==> src/rtl/axis_fifo_sync.sv <==
// Single-clock valid/ready FIFO with a one-cycle fall-through output register,
// occupancy count, programmable level flags, synchronous flush and sticky protocol error flags.
module axis_fifo_sync #(
  parameter int    PWID      = 4,
  parameter int    DWID      = 32,
  parameter int    AFULL_TH  = 12,
  parameter int    AEMPTY_TH = 2,
  parameter string RAM_STYLE = "block"
) (
  input  logic            clk,
  input  logic            rst,
  input  logic            flush,
  input  logic            s_valid,
  output logic            s_ready,
  input  logic [DWID-1:0] s_data,
  output logic            m_valid,
  input  logic            m_ready,
  output logic [DWID-1:0] m_data,
  output logic [PWID:0]   count,
  output logic            almost_full,
  output logic            almost_empty,
  output logic            err_drop,
  output logic            err_unstable
);

  localparam int            DEPTH   = 2**PWID;
  localparam logic [PWID:0] PTR_ONE = (PWID+1)'(1);
  localparam logic [PWID:0] AF_LVL  = (PWID+1)'(AFULL_TH);
  localparam logic [PWID:0] AE_LVL  = (PWID+1)'(AEMPTY_TH);

  if (AFULL_TH < 1 || AFULL_TH > DEPTH || AEMPTY_TH < 0 || AEMPTY_TH >= DEPTH ||
      (RAM_STYLE != "block" && RAM_STYLE != "distributed" && RAM_STYLE != "registers"))
  begin : g_param_check
    $error("axis_fifo_sync: illegal parameter value");
  end

  (* ram_style = RAM_STYLE *) logic [DWID-1:0] mem [DEPTH];

  logic [PWID:0]   wptr, rptr, rptr_inc;
  logic [PWID:0]   wptr_next, rptr_next, count_next;
  logic [PWID-1:0] load_addr;
  logic            wr, rd, load, valid_next, full_next;
  logic            drop_pend, stall_pend;

  assign wr       = s_valid & s_ready & ~flush;
  assign rd       = m_valid & m_ready & ~flush;
  assign rptr_inc = rptr + PTR_ONE;

  // The head entry stays in storage (and in count) until it is read; m_data is a copy of it.
  always_comb begin
    wptr_next  = wptr;
    rptr_next  = rptr;
    valid_next = m_valid;
    load       = 1'b0;
    load_addr  = rptr[PWID-1:0];
    if (flush) begin
      wptr_next  = '0;
      rptr_next  = '0;
      valid_next = 1'b0;
    end else begin
      if (wr) wptr_next = wptr + PTR_ONE;
      if (rd) begin
        rptr_next  = rptr_inc;
        valid_next = (wptr != rptr_inc);
        load       = (wptr != rptr_inc);
        load_addr  = rptr_inc[PWID-1:0];
      end else if (!m_valid && (wptr != rptr)) begin
        valid_next = 1'b1;
        load       = 1'b1;
      end
    end
    count_next = wptr_next - rptr_next;
    full_next  = (wptr_next[PWID] != rptr_next[PWID]) &&
                 (wptr_next[PWID-1:0] == rptr_next[PWID-1:0]);
  end

  always_ff @(posedge clk) begin
    if (wr) mem[wptr[PWID-1:0]] <= s_data;
  end

  always_ff @(posedge clk or negedge rst) begin
    if (!rst) begin
      wptr         <= '0;
      rptr         <= '0;
      count        <= '0;
      m_valid      <= 1'b0;
      m_data       <= '0;
      s_ready      <= 1'b0;
      almost_full  <= 1'b0;
      almost_empty <= 1'b1;
      drop_pend    <= 1'b0;
      stall_pend   <= 1'b0;
      err_drop     <= 1'b0;
      err_unstable <= 1'b0;
    end else begin
      wptr         <= wptr_next;
      rptr         <= rptr_next;
      count        <= count_next;
      m_valid      <= valid_next;
      if (load) m_data <= mem[load_addr];
      s_ready      <= ~full_next;
      almost_full  <= (count_next >= AF_LVL);
      almost_empty <= (count_next <= AE_LVL);
      // A flush legitimately withdraws m_valid, so it must not arm the stability check.
      drop_pend    <= s_valid & ~s_ready;
      stall_pend   <= m_valid & ~m_ready & ~flush;
      if (drop_pend && !s_valid)  err_drop     <= 1'b1;
      if (stall_pend && !m_valid) err_unstable <= 1'b1;
    end
  end

endmodule

==> config.mk <==
export PLATFORM = sky130hd
export DESIGN_NAME = axis_fifo_sync
export DESIGN_NICKNAME = d
export VERILOG_FILES = /design/src/rtl/axis_fifo_sync.sv
export SDC_FILE = /design/constraint.sdc
export NUM_CORES = 1
export LEC_CHECK = 0
export BUFFER_PORTS_ARGS = -buffer_cell sky130_fd_sc_hd__clkbuf_2
export CAP_MARGIN = 40
export CORE_ASPECT_RATIO = 0.6
export CORE_MARGIN = 2
export CORE_UTILIZATION = 50
export DETAILED_ROUTE_END_ITERATION = 7
export HOLD_SLACK_MARGIN = 0.08
export PLACE_DENSITY_LB_ADDON = 0.25
export RECOVER_POWER = 50
export SETUP_SLACK_MARGIN = 0.15
export SYNTH_ARGS = -nofsm -noshare
export SYNTH_HDL_FRONTEND = slang
export SYNTH_SLANG_ARGS = --single-unit
==> constraint.sdc <==
create_clock -name clk -period 10.93 [get_ports clk]
set_input_delay 2.186 -clock clk [delete_from_list [all_inputs] [get_ports clk]]
set_output_delay 2.186 -clock clk [all_outputs]
set_load 0.005 [all_outputs]
==> reports/qor.txt, run 1 <==
Postcts setup bufs - 0
CTS buffer count - 52
GRT Residual Overflow - 0
Synthesized Nets - 1796
Worst EP arrival - 5.39 ns
DRC Markers - 0
Initial Util - 0.509
DRT Pass-1 Iters - 6
Slew at the pin with the worst max-slew slack - 3.64 ns
Worst path most repeated cell - clkbuf_1
Largest area contributor in the netlist - edfxtp_1
Synth top area cells - edfxtp_1, mux2_2, o221ai_1
Crit path buf inv count - 2
Vias after detailed routing - 17100
Max cap viols - 1
Min setup slack post-route - 4.88 ns
Final Max Tran Viols - 42
Yosys Warn Count - 0
Area grow syn2layout - 10.1%
Clk_lat worst skew - 0.59 ns
PD cells - 181 mW/mm²
Top FF cell, synth - edfxtp_1
Yosys reg bits - 567
Largest net degree at the start of global routing - 166
Maximum VDD drop - 156 µV
Gate count after technology mapping - 1749
Crit Path Class - in -> async
Tot Pwr - 5.18 mW
First-pass GRT wire length - 104000 µm
Failing checks - capacitance limit, slew limit
Port-buffer cells - 79
Maximum clock frequency - 0.165 GHz
CTS tree - done
WP data required - 10.27 ns
Number of cells upsized or downsized after cts - 0
Iteration-0 DRC Markers - 1867
Placed instance area - 0.0272 mm²
Flop2flop setup slack - 6.97 ns
Chip height - 181 µm
Status - complete, but fails checks
CP delay by family, top - buffers and inverters
Layout cells sized above 1 - 0.222
Post-Route WL - 69300 µm
Post-DP HPWL - 35100 µm
TNS Setup - 0 ns
Critical path's slowest cell - clkbuf_1
Yosys cell types - 54
DIE AREA - 0.0540 mm²
Final setup vio count - 0
Max incr delay on CP - 2.61 ns
Clk_skew - 0.0131 ns
Sequential area share after synthesis - 0.643
Hold Path Class - reg -> reg
RSZ-0062 raised after global routing - no
Total clock sinks - 567
Slew Limit Headroom - -1.43
Io pins - 80
WL/cell - 27.9 µm
Max Root-Sink Buffers - 3
Tot GR Track Use - 0.253
Post-route cell area - 0.0287 mm²
# H-tree levels - 2
Layout Nets - 1797
Syn_area_per_cell - 14.9 µm²
Core area - 0.0512 mm²
Top-area cell type share of the netlist area - 0.591
Post-route ant nets - 0
Vias per Instance - 6.88
Crit share post-route - 0.553
Synthesized area - 0.0260 mm²
Final hold violations - 0
Initial antenna violation count - 1
Clock transition at path regs - 0.06 ns
CP endpoint kind - asynchronous set/reset pin
Pre-CTS setup slack - 5.51 ns
Rows - 64
EDFF count, synth - 512
Worst Setup Start Kind - primary input
Vias in the first global route - 16800
Die width - 299 µm
Post-cts hold buffer count - 0
GPL Wtd Cong - 0.788
P_leak - 9.22 nW
Crit path time final - 6.05 ns
Root buffer cell - clkbuf_16
Asr flop ratio synth - 0.0970
Cell Chain, Critical Path - clkbuf_1 > clkbuf_1
Critical path peak fanout - 41
[Yosys cell counts, types with 26 or more instances]
library cell and n:
dfrtp_1 54, a221oi_1 31, clkbuf_1 99, mux2_2 186
o211a_1 31, buf_2 47, o21ai_1 28, a22oi_1 31
a211oi_1 64, nor4_1 33, edfxtp_1 512, o221ai_1 197
o221a_2 26, nand2_1 46, o22ai_1 99, mux2i_1 63
o221a_1 36
[worst register-to-register path, stage by stage, from the launching register on]
cell and delay (ns):
dfrtp_4 0.98, buf_12 0.70, buf_4 0.71, buf_12 0.29
mux2_2 0.42, o22ai_1 0.20, a221oi_1 0.08, nor4_1 0.35
o21ai_1 0.09
[state kept, by name, summed over array words and instances, names as in the netlist]
name          flops
almost_empty      1
almost_full       1
count             5
drop_pend         1
err_drop          1
err_unstable      1
m_data           32
m_valid           1
mem             512
rptr              5
s_ready           1
stall_pend        1
wptr              5
[logic make-up after synthesis]
family                     Yosys count  share of synthesized area
muxes                              249                      0.105
buffers and inverters              189                     0.0320
and+or+nand+nor                    135                     0.0265
xor gates and xnor gates            15                    0.00505
AOI/OAI and AO/OA                  584                      0.183
adders and majority gates           10                    0.00509
DFF                                567                      0.643
[placed cells by master, fill, tap and decap left out, types with 9 or more instances in the layout]
cell / synthesis / routed
a211oi_1: 64 / 64
a221oi_1: 31 / 31
a22oi_1: 31 / 31
buf_4: 7 / 32
clkbuf_1: 99 / 54
clkbuf_16: 0 / 54
clkbuf_2: 0 / 43
dfrtp_1: 54 / 53
edfxtp_1: 512 / 512
ha_1: 9 / 9
inv_1: 16 / 16
mux2_2: 186 / 186
mux2i_1: 63 / 63
nand2_1: 46 / 45
nor2_4: 0 / 12
nor4_1: 33 / 33
o211a_1: 31 / 31
o21ai_0: 10 / 10
o21ai_1: 28 / 28
o221a_1: 36 / 36
o221a_2: 26 / 26
o221ai_1: 197 / 197
o22ai_1: 99 / 98
xnor2_1: 10 / 10
[metrics by stage]
step / utilization / hold slack, ns / cells
after floorplan: - / 0.430 / 1749
after global placement: 0.528 / 0.439 / 2382
after detailed placement: 0.531 / 0.443 / 2389
after CTS: 0.562 / 0.458 / 2484
after global routing: 0.560 / 0.472 / 2485
final: 0.560 / 0.454 / 2486
[final timing paths]
path                                 to  cells after the start        from
hold / removal             err_unstable                      1  stall_pend
setup reg to reg              m_data[2]                      8     rptr[0]
min in group asynchronous       m_valid                      1         rst
hold reg to reg            err_unstable                      1  stall_pend
max in group clk              m_data[8]                      9       flush
setup / recovery                rptr[0]                      2         rst
[metal layers]
metal,global-route usage,routed length (µm),part of all wire
met3,0.0470,6180,0.089
met4,0.0619,1440,0.021
met2,0.394,31500,0.45
met1,0.370,30200,0.44
met5,0,0,0
[area by class of cell]
type | count | area (µm²)
Timing Repair Buffer | 119 | 757
Sequential cell | 567 | 16800
Fill cell | 3991 | 22500
Tap cell | 693 | 867
Antenna cell | 2 | 5.00
Inverter | 17 | 66.3
Clock inverter | 16 | 85.1
Clock buffer | 79 | 1510
Multi-Input combinational cell | 993 | 8630
[report_power, final]
part	switching (mW)	internal (mW)	leakage [nW]	total, mW
registers	0.0743	2.45	5.31	2.52
clock network	0.796	0.950	0.773	1.75
logic	0.501	0.414	3.14	0.915
total	1.37	3.81	9.22	5.18
(Power assumes the default switching activity.)
==> run 2: changes to the inputs <==
==> constraint.sdc (replaced) <==
create_clock -name clk -period 6.2 [get_ports clk]
set_input_delay 1.24 -clock clk [delete_from_list [all_inputs] [get_ports clk]]
set_output_delay 1.24 -clock clk [all_outputs]
set_load 0.005 [all_outputs]
==> reports/qor.txt, run 2 (synthesis results as in run 1) <==
Core area - 0.0512 mm²
Vias in the first global route - 16800
P_leak - 9.32 nW
Placed instance area - 0.0272 mm²
Max incr delay on CP - 1.58 ns
Cell Chain, Critical Path - ha_1 > nand2_8 > a21o_1 > inv_1 > fa_1 > inv_1 > a21o_1 > a21oi_1 > xor2_1 > a2111oi_0
Post-DP HPWL - 36300 µm
GRT Residual Overflow - 0
# H-tree levels - 2
Final setup vio count - 0
Crit path time final - 4.61 ns
Worst EP arrival - 5.05 ns
Failing checks - capacitance limit, slew limit
Reg2Reg Launch Point - rptr[0]
Number of cells upsized or downsized after cts - 0
Max reg flops - 512
Hold Path Class - reg -> reg
Flop2flop setup slack - 1.59 ns
Max Root-Sink Buffers - 3
Vias after detailed routing - 16900
RR Endpoint - almost_empty
Critical path peak fanout - 125
Sequential Power Share - 0.480
Placed instance count - 2394
Hold_sp - stall_pend
Max cap viols - 2
DRT Pass-1 Iters - 5
Largest net degree at the start of global routing - 157
Tot GR Track Use - 0.250
Crit path buf inv count - 2
Chip height - 181 µm
CTS tree - done
DRC Markers - 0
Area grow syn2layout - 10.7%
GPL Wtd Cong - 0.792
Gate power share - 0.176
PD cells - 321 mW/mm²
Commonest non-fill, non-tap cells in the layout - edfxtp_1, o221ai_1, mux2_2
WL/cell - 27.4 µm
CP endpoint kind - flip-flop
Iteration-0 DRC Markers - 1847
Clk_skew - 0.0201 ns
Slew Limit Headroom - -0.231
Min setup slack post-route - 1.59 ns
Post-cts hold buffer count - 0
Layout Nets - 1802
Initial antenna violation count - 1
CP delay by family, top - flip-flops
Final Max Tran Viols - 64
First-pass GRT wire length - 104000 µm
Slew at the pin with the worst max-slew slack - 1.85 ns
Worst r2r path cells - 10
Port-buffer cells - 79
Initial Util - 0.509
Total clock sinks - 567
Final hold violations - 0
Area of the multi-input gates - 0.00864 mm²
Clock transition at path regs - 0.07 ns
Register area - 0.0168 mm²
Non-filler cells, final - 2492
Internal power - 6.83 mW
Commonest non-fill, non-tap cell in the layout - edfxtp_1
Crit share post-route - 0.743
Sw frac - 0.262
Hold Path Sink - err_unstable
Tot Pwr - 9.26 mW
CP Depth - 10
Rows - 64
Crit Path Class - reg -> reg
Worst Setup Start Kind - flip-flop
Post-Route WL - 68300 µm
Switching pwr - 2.43 mW
Status - complete, but fails checks
Antenna Cells - 0
DIE AREA - 0.0540 mm²
Layout cells sized above 1 - 0.226
CTS buffer count - 52
Vias per Instance - 6.80
Io pins - 80
Maximum VDD drop - 191 µV
Critical path's slowest cell - dfrtp_1
Clk pwr share - 0.344
Pre-CTS setup slack - 1.72 ns
Postcts setup bufs - 0
Root buffer cell - clkbuf_16
Die width - 299 µm
Post-route cell area - 0.0288 mm²
Maximum clock frequency - 0.217 GHz
Post-route ant nets - 0
RSZ-0062 raised after global routing - no
Fill cells - 4009
Worst hold stages - 1
Clk_lat worst skew - 0.59 ns
WP data required - 6.64 ns
TNS Setup - 0 ns
[run 2: changes by cell type in the layout (fill, tap and decap cells not counted), sizes merged]
cell,before,now
buf,39,45
bufinv,0,3
clkbuf,159,154
clkinv,12,18
clkinvlp,3,1
diode,2,0
[run 2: cell type report]
class                   instances  area share
flip-flops and latches        567       0.581
multi-input cells             993       0.300
clock buffers                  75      0.0510
well taps                     693      0.0301
repair buffers                124      0.0286
clock inverters                23     0.00686
inverters                      17     0.00230
[run 2: power by group through the flow]
stage                     clock network (mW)  registers (mW)  logic [mW]
after detailed placement                   0            4.52        1.62
after global routing                    3.38            4.46        1.78
after CTS                               3.23            4.44        1.63
after floorplan                            0            4.47        1.14
final                                   3.19            4.44        1.63
after global placement                     0            4.52        1.55
[run 2: metal layers]
| layer | share of wire | track usage | vias up |
|---|---|---|---|
| met5 | 0.00016 | 0 | - |
| met4 | 0.015 | 0.0511 | 2 |
| met3 | 0.077 | 0.0415 | 80 |
| met2 | 0.45 | 0.382 | 691 |
| met1 | 0.46 | 0.379 | 8735 |
| li1 | - | - | 7430 |
[run 2: worst register-to-register path: cells and delay by family, from the launching register on]
kind / cells / cell delay, ns
adder cells (fa/ha/maj): 2 / 1.00
flip-flops: 1 / 1.58
AO/OA/AOI/OAI: 4 / 0.90
XOR/XNOR: 1 / 0.19
buffers and inverters: 2 / 0.16
AND/OR/NAND/NOR: 1 / 0.65
[run 2: how the worst max path moves through the flow]
stage | start | endpoint | slack [ns]
after global routing | rptr[0] | almost_empty | 1.28
after detailed placement | flush | almost_empty | 1.72
final | rptr[0] | almost_empty | 1.59
after floorplan | flush | mem[3][0] | 1.83
after CTS | flush | almost_empty | 2.32
after global placement | flush | almost_empty | 1.87
[run 2: through the flow]
step	util	hold slack, ns
detailed placement	0.532	0.438
global placement	0.529	0.440
floorplan	-	0.430
global route	0.563	0.479
finish	0.563	0.455
CTS	0.565	0.459
==> run 3: changes to the inputs <==
--- a/config.mk
+++ b/config.mk
@@ -5,6 +5,7 @@
 export SDC_FILE = /design/constraint.sdc
 export NUM_CORES = 1
 export LEC_CHECK = 0
+export ABC_AREA = 1
 export BUFFER_PORTS_ARGS = -buffer_cell sky130_fd_sc_hd__clkbuf_2
 export CAP_MARGIN = 40
 export CORE_ASPECT_RATIO = 0.6
==> constraint.sdc (replaced) <==
create_clock -name clk -period 4 [get_ports clk]
set_input_delay 0.8 -clock clk [delete_from_list [all_inputs] [get_ports clk]]
set_output_delay 0.8 -clock clk [all_outputs]
set_load 0.005 [all_outputs]
==> reports/qor.txt, run 3 <==
Crit Path Class - reg -> reg
Die width - 292 µm
Io pins - 80
Post-Route WL - 62300 µm
Post-route cell area - 0.0279 mm²
Largest net degree at the start of global routing - 129
Synthesized area - 0.0249 mm²
Final Max Tran Viols - 22
Gate power share - 0.107
Vias after detailed routing - 16800
Slew at the pin with the worst max-slew slack - 1.77 ns
Max Root-Sink Buffers - 3
Min setup slack post-route - 1.06 ns
Tot Pwr - 13.1 mW
Iteration-0 DRC Markers - 1580
Final core occ - 0.567
Clk_lat worst skew - 0.60 ns
Synth top area cells - edfxtp_1, nand3_1, nand2_1
Post-cts hold buffer count - 0
Most common cell in the netlist - nand2_1
Crit path time final - 2.94 ns
Area grow syn2layout - 12.3%
WP data required - 4.22 ns
Critical path peak fanout - 24
CTS buffer count - 51
Antenna Cells - 0
Sequential Power Share - 0.511
DRT Pass-1 Iters - 7
Initial Util - 0.505
CP endpoint kind - flip-flop
First-pass GRT wire length - 94400 µm
Total clock sinks - 567
Number of cells upsized or downsized after cts - 0
Cell Chain, Critical Path - nand2_1 > nor2_1 > nand2_1 > nor2_1 > buf_4
Yosys Warn Count - 0
Post-DP HPWL - 31800 µm
Yosys reg bits - 567
Commonest non-fill, non-tap cell in the layout - nand2_1
EDFF count, synth - 512
GRT Residual Overflow - 0
Initial antenna violation count - 2
Max reg flops - 512
Slew Limit Headroom - -0.177
Worst Setup Start Kind - flip-flop
Post-route ant nets - 0
Chip height - 177 µm
Internal power - 9.92 mW
Hold Path Class - reg -> reg
Placed instance count - 3040
Rows - 63
Sw frac - 0.243
Postcts setup bufs - 0
Tot GR Track Use - 0.242
RSZ-0062 raised after global routing - no
Max incr delay on CP - 0.84 ns
Sequential area share after synthesis - 0.674
# H-tree levels - 2
Vias per Instance - 5.35
Gate count after technology mapping - 2393
Worst hold margin - 0.451 ns
Failing checks - capacitance limit, slew limit
Non-filler cells, final - 3135
PD cells - 470 mW/mm²
Root buffer cell - clkbuf_16
Asr flop ratio synth - 0.0970
Final hold violations - 0
Top FF cell, synth - edfxtp_1
Top-area cell type share of the netlist area - 0.618
Switching pwr - 3.19 mW
Syn_area_per_cell - 10.4 µm²
Status - complete, but fails checks
Critical path's slowest cell - nor2_1
Final setup vio count - 0
Crit path buf inv count - 1
GPL Wtd Cong - 0.824
Maximum VDD drop - 331 µV
Max cap viols - 1
Port-buffer cells - 79
Clk_skew - 0.0254 ns
Maximum clock frequency - 0.340 GHz
Synthesized Nets - 2440
Layout cells sized above 1 - 0.0789
Core area - 0.0493 mm²
Crit share post-route - 0.735
Clock transition at path regs - 0.06 ns
Clk pwr share - 0.382
Layout Nets - 2490
CTS tree - done
P_leak - 11.9 nW
WL/cell - 19.9 µm
Pre-CTS setup slack - 0.854 ns
Yosys cell types - 32
Commonest non-fill, non-tap cells in the layout - nand2_1, nand3_1, edfxtp_1
Worst EP arrival - 3.16 ns
Largest area contributor in the netlist - edfxtp_1
DIE AREA - 0.0516 mm²
CP delay by family, top - simple AND/OR/NAND/NOR gates
Vias in the first global route - 15900
Placed instance area - 0.0263 mm²
DRC Markers - 0
Top cells by count, synth - nand2_1, nand3_1, edfxtp_1
TNS Setup - 0 ns
run 3: cell types whose count changed in the layout (fill, tap and decap cells not counted), sizes merged, moves of 33 or more:
cell / delta
a211oi: -64
o22ai: -99
inv: +460
nand3: +513
mux2: -186
mux2i: -63
nand3b: +66
nor4: -33
nand2: +510
o221ai: -197
o221a: -62
run 3: final timing paths:
kind / from / endpoint / slack (ns) / cells past startpoint
max: s_ready / mem[3][9] / 1.06 / 5
min: stall_pend / err_unstable / 0.45 / 1
max reg2reg: s_ready / mem[3][9] / 1.06 / 5
min reg2reg: stall_pend / err_unstable / 0.45 / 1
max in group asynchronous: rst / m_data[2] / 2.19 / 2
min in group asynchronous: rst / m_data[22] / 0.77 / 2
run 3: power groups by stage:
stage	logic [mW]	clock network, mW	registers, mW
after global routing	1.56	5.33	6.72
after detailed placement	1.40	0	6.83
after global placement	1.36	0	6.83
after CTS	1.41	5.09	6.71
final	1.40	5.01	6.71
after floorplan	0.851	0	6.82
run 3: worst reg2reg max path, cell delays in order (launching register included):
cell	delay, ns
dfrtp_1	0.37
nand2_1	0.12
nor2_1	0.39
nand2_1	0.26
nor2_1	0.84
buf_4	0.57
run 3: cell families after synthesis:
kind of cell | count (synthesis) | share of synthesized area
AND/OR/NAND/NOR | 1188 | 0.217
XOR/XNOR | 7 | 0.00247
adder cells (fa/ha/maj) | 10 | 0.00533
AO/OA/AOI/OAI | 18 | 0.00418
buffers and inverters | 603 | 0.0969
flip-flops | 567 | 0.674
run 3: layout make-up:
| cell class | count | area, µm² |
|---|---|---|
| clock buffers | 82 | 1550 |
| clock inverters | 13 | 160 |
| fillers | 4072 | 21300 |
| inverters | 478 | 1790 |
| multi-input cells | 1223 | 5880 |
| flip-flops and latches | 567 | 16800 |
| well taps | 650 | 813 |
| repair buffers | 122 | 972 |
run 3: routing by layer:
layer | routed length (µm) | track usage | up-vias
met1 | 27800 | 0.344 | 8160
met5 | 27 | 0 | -
met3 | 4500 | 0.0412 | 106
met2 | 28800 | 0.391 | 625
met4 | 1180 | 0.0601 | 4
li1 | - | - | 7891
